<file path="config.mk">
export PLATFORM = sky130hd
export DESIGN_NAME = add_sub_arbiter
export DESIGN_NICKNAME = d
export VERILOG_FILES = /design/src/rtl/add_sub_arb_pkg.sv /design/src/rtl/prog_add_sub.sv /design/src/rtl/rr_arbiter.sv /design/src/rtl/add_sub_arbiter.sv
export SDC_FILE = /design/constraint.sdc
export NUM_CORES = 1
export LEC_CHECK = 0
export BUFFER_PORTS_ARGS = -buffer_cell sky130_fd_sc_hd__buf_2
export CORE_MARGIN = 8
export CORE_UTILIZATION = 43
export CTS_CLUSTER_SIZE = 28
export DETAILED_ROUTE_END_ITERATION = 10
export GPL_TIMING_DRIVEN = 0
export PLACE_DENSITY_LB_ADDON = 0.12
export RECOVER_POWER = 100
export SKIP_LAST_GASP = 1
export SYNTH_ARGS = -nofsm -noshare
export SYNTH_HDL_FRONTEND = slang
export SYNTH_SLANG_ARGS = --single-unit
</file>
<file path="constraint.sdc">
create_clock -name i_clk -period 2.9 [get_ports i_clk]
set_clock_uncertainty 0.1 [all_clocks]
set_input_delay 0.145 -clock i_clk [delete_from_list [all_inputs] [get_ports i_clk]]
set_output_delay 0.145 -clock i_clk [all_outputs]
set_load 0.1 [all_outputs]
</file>
<file path="src/rtl/add_sub_arb_pkg.sv">
// Shared types and helpers for the add/sub arbiter slice.
package add_sub_arb_pkg;

    typedef enum logic {
        ST_IDLE,
        ST_FULL
    } state_t;

    localparam int DEF_DATA_WD = 4;
    localparam int DEF_NUM_REQ = 4;

    // Explicit wrap so non-power-of-two requester counts work.
    function automatic int unsigned rr_next(input int unsigned idx, input int unsigned n);
        return (idx >= n - 1) ? 0 : idx + 1;
    endfunction

endpackage

</file>
<file path="src/rtl/prog_add_sub.sv">
// Unsigned add/subtract datapath; add yields carry in the MSB, subtract flags borrow.
module prog_add_sub #(
    parameter int WD = 4
) (
    input  logic [WD-1:0] a,
    input  logic [WD-1:0] b,
    input  logic          mode,
    output logic [WD:0]   result,
    output logic          ovr
);

    logic [WD:0] sum;
    logic [WD:0] diff;

    always_comb begin
        sum  = {1'b0, a} + {1'b0, b};
        diff = {1'b0, a} - {1'b0, b};
        if (mode) begin
            result = {1'b0, diff[WD-1:0]};
            ovr    = diff[WD];
        end else begin
            result = sum;
            ovr    = 1'b0;
        end
    end

endmodule

</file>
<file path="src/rtl/rr_arbiter.sv">
// Combinational round-robin arbiter: first request at or after ptr, with wrap-around.
module rr_arbiter #(
    parameter int N = 4
) (
    input  logic [N-1:0]         req,
    input  logic [$clog2(N)-1:0] ptr,
    input  logic                 en,
    output logic [N-1:0]         grant,
    output logic [$clog2(N)-1:0] grant_idx,
    output logic                 any_grant
);

    localparam int PTR_WD = $clog2(N);
    localparam logic [PTR_WD:0] N_W = (PTR_WD + 1)'(N);

    logic [PTR_WD:0] idx;
    logic            found;

    always_comb begin
        idx       = '0;
        found     = 1'b0;
        grant_idx = '0;
        for (int unsigned i = 0; i < N; i++) begin
            idx = {1'b0, ptr} + (PTR_WD + 1)'(i);
            if (idx >= N_W) begin
                idx = idx - N_W;
            end
            if (!found && req[idx[PTR_WD-1:0]]) begin
                found     = 1'b1;
                grant_idx = idx[PTR_WD-1:0];
            end
        end
        any_grant = found & en;
        grant     = '0;
        if (any_grant) begin
            grant[grant_idx] = 1'b1;
        end
    end

endmodule

</file>
<file path="src/rtl/add_sub_arbiter.sv">
// Round-robin sharing of one prog_add_sub among NUM_REQ requesters, single-entry response slot.
// Define ADD_SUB_ARB_SAT_EN for saturating results (ovr flag unchanged).
module add_sub_arbiter
    import add_sub_arb_pkg::*;
#(
    parameter int DATA_WD = DEF_DATA_WD,
    parameter int NUM_REQ = DEF_NUM_REQ
) (
    input  logic                         i_clk,
    input  logic                         i_rst,
    input  logic [NUM_REQ-1:0]           i_req_valid,
    output logic [NUM_REQ-1:0]           o_req_ready,
    input  logic [NUM_REQ*DATA_WD-1:0]   i_req_a,
    input  logic [NUM_REQ*DATA_WD-1:0]   i_req_b,
    input  logic [NUM_REQ-1:0]           i_req_mode,
    output logic                         o_rsp_valid,
    input  logic                         i_rsp_ready,
    output logic [$clog2(NUM_REQ)-1:0]   o_rsp_id,
    output logic [DATA_WD:0]             o_rsp_result,
    output logic                         o_rsp_ovr
);

    localparam int ID_WD = $clog2(NUM_REQ);

    state_t             state;
    state_t             state_nxt;
    logic [ID_WD-1:0]   ptr;
    logic               slot_free;
    logic [NUM_REQ-1:0] grant;
    logic [ID_WD-1:0]   grant_idx;
    logic               accept;
    logic [DATA_WD-1:0] a_arr [NUM_REQ];
    logic [DATA_WD-1:0] b_arr [NUM_REQ];
    logic [DATA_WD-1:0] op_a;
    logic [DATA_WD-1:0] op_b;
    logic               op_mode;
    logic [DATA_WD:0]   raw_result;
    logic               raw_ovr;
    logic [DATA_WD:0]   fin_result;

    // Draining and refilling in the same cycle keeps one result per cycle.
    assign slot_free = (state == ST_IDLE) | i_rsp_ready;

    rr_arbiter #(
        .N (NUM_REQ)
    ) u_arb (
        .req       (i_req_valid),
        .ptr       (ptr),
        .en        (slot_free & ~i_rst),
        .grant     (grant),
        .grant_idx (grant_idx),
        .any_grant (accept)
    );

    assign o_req_ready = grant;

    always_comb begin
        for (int unsigned k = 0; k < NUM_REQ; k++) begin
            a_arr[k] = i_req_a[k*DATA_WD +: DATA_WD];
            b_arr[k] = i_req_b[k*DATA_WD +: DATA_WD];
        end
    end

    assign op_a    = a_arr[grant_idx];
    assign op_b    = b_arr[grant_idx];
    assign op_mode = i_req_mode[grant_idx];

    prog_add_sub #(
        .WD (DATA_WD)
    ) u_add_sub (
        .a      (op_a),
        .b      (op_b),
        .mode   (op_mode),
        .result (raw_result),
        .ovr    (raw_ovr)
    );

`ifdef ADD_SUB_ARB_SAT_EN
    always_comb begin
        fin_result = raw_result;
        if (!op_mode && raw_result[DATA_WD]) begin
            fin_result = {1'b0, {DATA_WD{1'b1}}};
        end else if (op_mode && raw_ovr) begin
            fin_result = '0;
        end
    end
`else
    assign fin_result = raw_result;
`endif

    always_comb begin
        state_nxt = state;
        case (state)
            ST_IDLE: if (accept) state_nxt = ST_FULL;
            ST_FULL: begin
                if (accept) begin
                    state_nxt = ST_FULL;
                end else if (i_rsp_ready) begin
                    state_nxt = ST_IDLE;
                end
            end
            default: state_nxt = ST_IDLE;
        endcase
    end

    always_ff @(posedge i_clk or posedge i_rst) begin
        if (i_rst) begin
            state <= ST_IDLE;
            ptr   <= '0;
        end else begin
            state <= state_nxt;
            if (accept) begin
                ptr <= ID_WD'(rr_next(32'(grant_idx), NUM_REQ));
            end
        end
    end

    always_ff @(posedge i_clk or posedge i_rst) begin
        if (i_rst) begin
            o_rsp_id     <= '0;
            o_rsp_result <= '0;
            o_rsp_ovr    <= 1'b0;
        end else if (accept) begin
            o_rsp_id     <= grant_idx;
            o_rsp_result <= fin_result;
            o_rsp_ovr    <= raw_ovr;
        end
    end

    assign o_rsp_valid = (state == ST_FULL);

endmodule

</file>
==> out/metrics.yaml <==
run:
  max_cap_viol_count: 0
yosys:
  synthAdderAreaFrac: 0.152
  ys_warn_count: 0
  synthMuxAreaShare: 0.0879
  synth_compound_area_frac: 0.178
  ys_seq_area_frac: 0.220
  synth_xor_xnor_area_share: 0
  yosys.area_share.simple: 0.300
  netlist_area_mm2: 0.00125
  yosysUniqueCellTypes: 37
  syn_nets: 216
  synth.ff_latch_count: 11
  synthCells: 159
  synth_top_family_by_area: "simple AND/OR/NAND/NOR gates"
  synth.avg_cell_area_um2: 7.88
sta:
  final-hold-violation-count: 0
  final.period_utilization: 0.975
  finalSetupViolations: 0
  worst_slack_ns: 0.0739
  setup-tns-final_ns: 0
  period_needed_ns: 2.83
  tightestPinTransition_ns: 1.17
  relSlewSlack: 0.220
  slew_viol_final: 0
  fmax_ghz: 0.354
  rsz0062_at_grt: "true"
placement:
  gp_congestion: 0.845
  dp_hpwl_um: 2810
  placed_cells: 245
  io_buffers: 55
  post-place-ws_ns: -0.276
power_and_ir_drop:
  internal_power_uw: 785
  p_leak_uw: 0.000904
  p_total_uw: 1860
  p_comb_frac: 0.805
  seqPwrFrac: 0.141
  p_sw_uw: 1070
  pwr_density_cell_mw_per_mm2: 1040
  power.share.clock: 0.054
  swShare: 0.577
  max-vdd-ir-drop_v: 0.000993
setup_path:
  cp_max_fo: 4
  worstPathRequired_ns: 3.00
  slowest_stage: "dfrtp_2"
  cp-start-kind: "flop"
  crit_chain: "mux2i_4, o221ai_4, buf_6, nand2_2, and3_4, a31oi_4, ha_4, inv_2, fa_2, or3_1, a21o_1, nand3_1"
  criticalPathCategory: "reg -> reg"
  end_kind: "flop"
  max_stage_delay_ns: 0.45
  worst-endpoint-arrival_ns: 2.92
status:
  status: "finished clean"
grt:
  grt_pass1_wl_um: 5880
  grtUsageTotal: 0.137
  antenna_found_initial: 0
  grt_max_degree: 13
  grt_pass1_vias: 1431
  grt.overflow.total: 0
clock_network:
  clock_sinks: 11
  ctsLongestPathBuffers: 2
  htree_levels: 1
  clk_pin_slew_ns: 0.06
  cts_tree: "yes"
  cts-root-buf: "clkbuf_4"
  numCtsBuffers: 3
  insertion_delay_ns: 0.26
layout:
  syn2layout_area_growth_pct: 42.3
  antenna_cells: 0
  final_common_cell: "buf_2"
  final_cell_mix: "buf_2, nand2_1, buf_4"
  final_cells: 261
  drive_gt1_frac: 0.422
  fin_nets: 288
detailed_routing:
  vias: 1341
  wl_um: 3560
  vias_per_cell: 5.14
  ant_nets: 0
  drcViolationCount: 0
  first_pass_iters: 4
  first_iter_violations: 56
  routedWlPerCell_um: 13.6
floorplan:
  rows: 19
  fp.dieH_um: 70.0
  fp.dieW_um: 70.0
  num_io_pins: 56
  die_area_mm2: 0.00490
  start_util: 0.454
  coreArea_mm2: 0.00276
hold_path:
  hp-class: "in -> reg"
-- through the flow --
| stage | hold slack (ns) | cell area [µm²] | utilization |
|---|---|---|---|
| floorplan | -0.0946 | 1250 | - |
| global placement | 0.0623 | 1570 | 0.568 |
| detailed placement | 0.0598 | 1570 | 0.568 |
| CTS | 0.0818 | 1720 | 0.622 |
| global route | 0.120 | 1780 | 0.646 |
| finish | 0.103 | 1780 | 0.646 |
-- cell type report --
class | instances | area (µm²)
Inverter | 13 | 52.6
Timing Repair Buffer | 68 | 364
Multi-Input combinational cell | 130 | 987
Sequential cell | 11 | 278
Fill cell | 255 | 976
Clock buffer | 4 | 26.3
Tap cell | 31 | 38.8
Buffer | 4 | 35.0
-- synthesized netlist by cell type (all sizes together) --
master,count,share of area
o21ai,7,0.028
a31oi,3,0.015
nor2b,4,0.022
a21o,2,0.012
nor2,6,0.024
a211o,1,0.0070
o41ai,1,0.0070
nand2,34,0.10
fa,2,0.032
dfrtp,11,0.22
a21oi,7,0.028
buf,4,0.021
o21a,3,0.018
mux2i,11,0.088
nand2b,2,0.010
a211oi,1,0.010
clkbuf,1,0.0030
or3,1,0.0050
o31ai,2,0.016
o221ai,1,0.012
inv,13,0.039
and3,5,0.025
a22o,1,0.0070
o21bai,2,0.012
and2,10,0.060
ha,12,0.12
nor3,4,0.016
o211ai,1,0.0060
nand3,7,0.036
-- final timing paths --
check                                      from              end  slack, ns  cells after the start
worst max-delay path                     ptr[1]  o_rsp_result[2]       0.07                     12
worst min-delay path                i_rsp_ready      o_rsp_valid       0.10                      3
worst max register to register           ptr[1]  o_rsp_result[2]       0.07                     12
worst min register to register  o_rsp_result[4]  o_rsp_result[4]       0.37                      2
max in group asynchronous                 i_rst           ptr[1]       2.07                      3
min in group asynchronous                 i_rst        o_rsp_ovr       0.33                      3
-- what timing repair did --
item,CTS,global route
buffers inserted,10,2
pin swaps,3,9
endpoints found under the setup margin,5,8
gates resized for setup,11,13
hold buffers,1,0
hold endpoints to repair,11,0
-- power groups by stage --
stage | Sequential [µW] | Clock, µW | Combinational (µW)
2_1_floorplan | 612 | 0 | 721
3_3_place_gp | 254 | 0 | 1290
3_5_place_dp | 258 | 0 | 1320
4_1_cts | 254 | 103 | 1430
5_1_grt | 275 | 110 | 1620
6_report | 262 | 99.8 | 1490
-- kinds of logic (layout without fill, tap and decap cells) --
logic type	Yosys count	after routing
flip-flops	11	11
buffers and inverters	18	89
AND/OR/NAND/NOR	73	73
adder cells (fa/ha/maj)	14	14
AO/OA/AOI/OAI	32	32
multiplexers	11	11
-- layer usage --
metal,vias up,part of all wire,global-route usage
li1,681,-,-
met1,599,0.45,0.161
met2,53,0.46,0.234
met3,8,0.063,0.0282
met4,0,0.021,0.0558
met5,-,0,0
-- flip-flops by register name, indices dropped and copies added (netlist names) --
signal / flops
o_rsp_id: 2
o_rsp_ovr: 1
o_rsp_result: 5
o_rsp_valid: 1
ptr: 2
-- critical path, delay by kind of cell, from the launching register on --
| family | cells | cell delay (ns) |
|---|---|---|
| multiplexers | 1 | 0.21 |
| flip-flops | 1 | 0.45 |
| AO/OA/AOI/OAI | 3 | 0.62 |
| AND/OR/NAND/NOR | 4 | 0.61 |
| adder cells (fa/ha/maj) | 2 | 0.56 |
| buffers and inverters | 2 | 0.20 |
Note: power is estimated with default switching activity, not from simulation.
